## src/rtl/mod_counter_gen.sv

```systemverilog
// Parametrised modulo up/down counter with wrap/saturate, load, terminal count and sticky overflow.
// Optional enable prescaler compiled in with COUNTER_PRESCALE_EN.
module mod_counter_gen #(
    parameter int unsigned WIDTH      = 8,
    parameter int unsigned MODULUS    = 256,
    parameter int unsigned PRESCALE_W = 4
) (
    input  logic                  clk_i,
    input  logic                  rst_i,
    input  logic                  ena_i,
    input  logic                  load_i,
    input  logic [WIDTH-1:0]      load_val_i,
    input  logic                  up_i,
    input  logic                  sat_i,
    input  logic                  clr_ovf_i,
`ifdef COUNTER_PRESCALE_EN
    input  logic [PRESCALE_W-1:0] prescale_i,
`endif
    output logic [WIDTH-1:0]      count_o,
    output logic                  tc_o,
    output logic                  wrap_o,
    output logic                  ovf_o,
    output logic                  oe_o
);

    if (WIDTH < 2 || WIDTH > 16 || MODULUS < 2 || MODULUS > (1 << WIDTH) || PRESCALE_W < 1)
    begin : g_bad_params
        $error("mod_counter_gen: illegal parameter combination");
    end

    localparam logic [WIDTH-1:0] MaxVal = WIDTH'(MODULUS - 1);

    logic [WIDTH-1:0] count_q, count_d;
    logic             wrap_q, wrap_d;
    logic             ovf_q, ovf_d;
    logic             tick;
    logic             step;
    logic             at_top, at_bot, at_edge;

`ifdef COUNTER_PRESCALE_EN
    logic [PRESCALE_W-1:0] div_q, div_d;

    assign tick = (div_q == prescale_i);

    // Divider only moves on enabled cycles; a load restarts the prescale period.
    always_comb begin
        div_d = div_q;
        if (load_i) begin
            div_d = '0;
        end else if (ena_i) begin
            div_d = tick ? '0 : div_q + 1'b1;
        end
    end

    always_ff @(posedge clk_i or posedge rst_i) begin
        if (rst_i) begin
            div_q <= '0;
        end else begin
            div_q <= div_d;
        end
    end
`else
    assign tick = 1'b1;
`endif

    assign at_top  = (count_q == MaxVal);
    assign at_bot  = (count_q == '0);
    assign at_edge = up_i ? at_top : at_bot;
    assign step    = ena_i & tick & ~load_i;

    always_comb begin
        count_d = count_q;
        wrap_d  = 1'b0;
        ovf_d   = ovf_q & ~clr_ovf_i;
        if (load_i) begin
            count_d = (load_val_i > MaxVal) ? MaxVal : load_val_i;
        end else if (step) begin
            if (at_edge) begin
                // Boundary hit: overflow is set even when saturating, and wins over clear.
                ovf_d  = 1'b1;
                wrap_d = ~sat_i;
                if (!sat_i) begin
                    count_d = up_i ? '0 : MaxVal;
                end
            end else begin
                count_d = up_i ? count_q + 1'b1 : count_q - 1'b1;
            end
        end
    end

    always_ff @(posedge clk_i or posedge rst_i) begin
        if (rst_i) begin
            count_q <= '0;
            wrap_q  <= 1'b0;
            ovf_q   <= 1'b0;
        end else begin
            count_q <= count_d;
            wrap_q  <= wrap_d;
            ovf_q   <= ovf_d;
        end
    end

    assign count_o = count_q;
    assign wrap_o  = wrap_q;
    assign ovf_o   = ovf_q;
    assign tc_o    = at_edge;
    assign oe_o    = ena_i & ~at_edge;

endmodule

```

## config.mk

```make
export PLATFORM = sky130hd
export DESIGN_NAME = mod_counter_gen
export DESIGN_NICKNAME = d
export VERILOG_FILES = /design/src/rtl/mod_counter_gen.sv
export SDC_FILE = /design/constraint.sdc
export NUM_CORES = 1
export LEC_CHECK = 0
export BUFFER_PORTS_ARGS = -buffer_cell sky130_fd_sc_hd__buf_2
export CAP_MARGIN = 20
export CORE_MARGIN = 5
export CORE_UTILIZATION = 45
export DETAILED_ROUTE_END_ITERATION = 10
export GPL_TIMING_DRIVEN = 0
export HOLD_SLACK_MARGIN = 0.03
export MAX_ROUTING_LAYER = met4
export PLACE_DENSITY_LB_ADDON = 0.25
export SLEW_MARGIN = 15
export SYNTH_ARGS = -nofsm -noshare
export SYNTH_HDL_FRONTEND = slang
export SYNTH_SLANG_ARGS = --single-unit
```

## constraint.sdc

```tcl
create_clock -name clk_i -period 2.6 [get_ports clk_i]
set_input_delay 0.39 -clock clk_i [delete_from_list [all_inputs] [get_ports clk_i]]
set_output_delay 0.39 -clock clk_i [all_outputs]
set_load 0.01 [all_outputs]
```

After elaboration in Yosys (flattened, before gate mapping):

Index checks and enable logic that the tools add are counted.

* equality and inequality tests: 2
* reductions and logical operators: 3
* multiplexer cells: 14
* $lt $le $gt $ge: 1
* bitwise logic cells: 7
* shift operators: 0
* $add $sub $neg: 2
* div/mod/pow operators: 0
* $mul: 0

Operators with widths (count)
* $mux 8: 7
* $add 8x1->8 const B: 1
* $eq 8x8->1 const B: 1
* $gt 8x8->1 const B: 1
* $logic_not 8->1: 1
* $sub 8x1->8 const B: 1
* $mux 1: 7
* $not 1->1: 4
* $and 1x1->1: 3
* $ne 3x3->1 const B: 1
* $reduce_and 2->1: 1
* $reduce_bool 2->1: 1

* output and inout port bits: 12
* register bits after elaboration: 10
* bits in latches: 0
* input port bits: 15
* memory bits (read-only): 0
* memories kept: 0
* logic and storage cells: 32
* RAM bits: 0

Longest topological paths before layout:

* word-level depth: 5
* depth in mapped cells: 7
* mapped depth without buffers: 7

Least setup slack after synthesis:

Ideal clock, no wire load.

* path kind: input to register
* start point: input up_i
* end point: register count_q[6] (netlist: count_o[6])
* data arrival time: 1975 ps
* path slack: 534 ps
* data required time: 2508 ps
* path buffers: 0
* setup time: 92 ps
* cell stages on the path: 7
* path through: inv_1 > fa_1 > a211o_1 > and2_1 > o311ai_0 > a31oi_1 > o31ai_2

* longest elaborated chain between the ends: 5
* elaborated cells between the ends (all ways): 9
* those cells by class: eq/ne (1); mux (7); reduce/logical (1)

Ends and longest elaborated chain
* from (decl): RTL line 13 `input logic up_i,`
* $mux 8: RTL line 83 `count_d = up_i ? '0 : MaxVal;`
* $mux 8: RTL line 82 `if (!sat_i) begin`
* $mux 8: RTL line 78 `if (at_edge) begin`
* $mux 8: RTL line 77 `end else if (step) begin`
* $mux 8: RTL line 75 `if (load_i) begin`
* to (signal assigned): RTL line 97 `count_q <= count_d;`
* to (decl): RTL line 33 `logic [WIDTH-1:0] count_q, count_d;`

Several ways; a longest one is shown, not always the timed one. The select of a mux whose other input is x is not followed.
A chain may end at the register's enable or synchronous reset.

Worst setup path after layout:

* start point: register count_q[0] (netlist: count_o[0])
* end point: output oe_o

* longest elaborated chain between the ends: 4
* elaborated cells between the ends (all ways): 5
* those cells by class: eq/ne (1); mux (1); bitwise (2); reduce/logical (1)

Ends and longest elaborated chain
* $eq 8x8->1 or $logic_not 8->1 (tied branches): RTL line 66, 67
* $mux 1 (*): RTL line 68 `assign at_edge = up_i ? at_top : at_bot;`
* $not 1->1 (*): RTL line 107 `assign oe_o = ena_i & ~at_edge;`
* $and 1x1->1 (*): RTL line 107
* to (decl): RTL line 23 `output logic oe_o`

Every way passes the cells marked *; elsewhere a longest branch is shown, timed or not.

==> impl_results.md <==
* Status: finished, final reports clean
* Top cell by count, worst path: nor2_1
* Syn. warnings at 0
* CTS clk-pin slew, worst paths at approximately 0.060 ns
* Synth Cell Area at roughly 910 sq um
* R2r endpoint: count_o[6]$_DFFE_PP0P_
* Post-route DRC at 0
* Cts bufs inserted at 3
* H-tree depth at 1
* Skew final at just under 0.008 ns
* Final min period at 2.390 ns
* Longest Clk Path Bufs at 2
* Vias in the first global route at about 790
* Count of different cell masters after synthesis at 39
* Number of synthesized flops with an enable pin at 0
* RR Startpoint: count_o[0]$_DFFE_PP0P_
* Worst r2r path cells at 6
* Clock Sinks at 10
* Full die area at approximately 0.0030 sq mm
* RePlAce Congestion at a little over 0.8
* WP buf/inv at 2
* Design internal power at 0.0003805 W
* Largest net degree at the start of global routing at 11
* Relative slew slack at approximately 64%
* CTS root buf: clkbuf_4
* Overflow after GRT at 0
* Cell taking the most area after synthesis: dfrtp_1
* WL final at between 2000 and 2500 um
* Setup TNS at 0 ns
* Core ar. at between 0.0015 and 0.002 sq mm
* Num rows at 16
* Synth Instances at ~110
* RSZ-0062 raised after global routing: no
* Worst R2R Setup Slack at between 0.4 and 0.5 ns
* Antenna viol nets, final at 0
* FFs w/ async S/R, synth at 100.0%
* DR vias at 912
* Ant diodes at 0
* Ratio of cells with drive above 1 in the final layout at a little under a third
* Final hold vios at 0
* Io pins at 27
* Die height at ~55 um
* Leakage at 0.5306 nW
* Worst min-delay path category: in -> async
* # setup viols final at 0
* Worst EP arrival at around 2 ns
* Most common library cell in the layout ignoring fill and taps: buf_2
* 1st-iter DRT viols at 13
* Starting Density at between 40% and 50%
* Period utilisation layout at 91.93%
* Worst-Margin Slew at roughly 0.53 ns
* Max incr delay on CP at 0.59 ns
* Maxcap violations at 0
* Multi-input gate area at approximately 620 sq um
* Seq/Total Area, Yosys at 27.40%
* VDD IR max at roughly 0.4 mV
* Worst slack at placement at a little over 0.2 ns
* Antenna violations before repair at 0
* Via/cell ratio at between 5 and 6
* Clk_lat worst skew at about 0.26 ns
* Psw at ~0.00027 W
* Post-synthesis register bit count at 10
* # port buffers at 26
* Pwr Density at between 500 and 600 mW/mm^2
* Primary FF master, synth: dfrtp_1
* Hold_buf cts at 0
* Clock power frac at 15.7%
* Worst endpoint required time at roughly 2.2 ns
* Syn Nets at roughly 130
* Most frequent cells in the layout: buf_2 (26), nand2_1 (11), dfrtp_1 (10)
* Startpoint Class: flip-flop
* Clock tree from TritonCTS: done
* Total GRT Usage at around 17%
* Slowest CP cell: or4_4
* Max Fclk at about 0.42 GHz
* Area Overhead vs Synth at 21.10%
* Slew Viols, Final at 0
* CP Class: reg -> out
* Critical Path Fanout Max at 7
* Setup bufs post-CTS at 0
* DP HPWL at ~1900 um
* Seq pwr share at 35.7%
* Post-layout nets at 159
* Sw Share at roughly two fifths
* Global-route wire length before repair at 3663 um
* Gate power share at between 40% and 50%
* TritonRoute pass-1 iters at 4
* Cell chain of the critical path: or4_4 -> nor4_4 -> nor2_1 -> inv_1 -> nor2_1 -> buf_2
* Routed wire per std cell at 14.72 um
* Fillcell total at about 190
* Setup crit end kind: primary output
* Storage cell area at between 200 and 300 sq um
* Share of Yosys cell area claimed by the top area cell type at between 20 and 30%
* Synth area leaders: dfrtp_1 (27%), ha_1 (8.2%), o31ai_2 (5.5%), nand2_1 (4.5%), nor2_1 (3.7%)
* Post-route setup slack at 0.2099 ns
* Syn avg cell area at between 8 and 9 sq um
* CP delay by family, top: simple AND/OR/NAND/NOR gates
* Die X at 55.05 um
-- cell usage after synthesis, drive strengths merged, types with 2 or more instances --
cell type and n:
a211o 2, a211oi 3, a21o 4, a21oi 3
a31oi 4, buf 2, dfrtp 10, ha 6
inv 7, nand2 11, nand3 3, nor2 9
nor4 4, o21ai 6, o22ai 2, o31ai 5
o32ai 2, or2 3, or3 3, or4 2
xor2 2
-- power by group through the flow --
stage          Sequential, W  Clock, W  Combinational [W]
5_1_grt             0.000236  0.000113           0.000352
6_report            0.000231  0.000101           0.000315
4_1_cts             0.000231  0.000106           0.000314
3_5_place_dp        0.000234         0           0.000313
3_3_place_gp        0.000232         0           0.000306
2_1_floorplan       0.000230         0           0.000217
-- registers in the layout, summed over array words and instances, names as in the netlist --
signal / flops
count_o: 8
ovf_o: 1
wrap_o: 1
-- how the worst max path moves through the flow --
stage / from / end / slack [ns] / depth (start not counted)
2_1_floorplan: up_i / count_o[6]$_DFFE_PP0P_ / 0.53 / 7
3_3_place_gp: up_i / count_o[6]$_DFFE_PP0P_ / 0.22 / 8
4_1_cts: count_o[0]$_DFFE_PP0P_ / oe_o / 0.11 / 6
6_report: count_o[0]$_DFFE_PP0P_ / oe_o / 0.21 / 6
3_5_place_dp: up_i / count_o[6]$_DFFE_PP0P_ / 0.21 / 8
5_1_grt: count_o[0]$_DFFE_PP0P_ / oe_o / 0.06 / 6
-- layer usage --
metal | GRT usage, % | part of all wire (%)
met5 | - | 0
met4 | 1.215 | 0
met3 | 4.826 | 7.8
met2 | 27.17 | 46
met1 | 23.44 | 47
-- through the flow --
step	power, W	utilization, %	hold WS, ns	cell area (sq um)	instances
6_report	0.0006478	56.96	0.08951	1106	162
3_5_place_dp	0.0005470	55.48	0.3832	1077	159
2_1_floorplan	0.0004476	-	0.2302	913.4	106
4_1_cts	0.0006511	56.64	0.09550	1100	162
3_3_place_gp	0.0005382	55.48	0.3683	1077	159
5_1_grt	0.0007015	56.96	0.1197	1106	162
-- cells by family after synthesis --
family                   synth area share [%]
AND/OR/NAND/NOR                         24.38
AO/OA/AOI/OAI                           29.45
buffers and inverters                   5.343
adder cells (fa/ha/maj)                 10.41
XOR/XNOR                                1.918
flip-flops                              27.40
multiplexers                            1.096
-- worst reg2reg max path: cells and delay by family, from the launching register on --
family,cells,cell delay (ns)
DFF,1,0.47
adders and majority gates,1,0.49
and+or+nand+nor,1,0.16
AOI/OAI and AO/OA,4,0.96
-- cell type report --
cell class / instances / area share (%)
inverters: 7 / 2.376
flip-flops and latches: 10 / 22.62
plain buffers: 3 / 2.036
multi-input cells: 86 / 56.11
well taps: 27 / 3.054
clock buffers: 3 / 2.036
repair buffers: 26 / 11.76
-- timing repair --
item                                    CTS  global route
resized for setup                         0             1
hold endpoints to repair                  0             0
endpoints found under the setup margin    0             2
No activity file was read; power rests on OpenSTA's default activity.
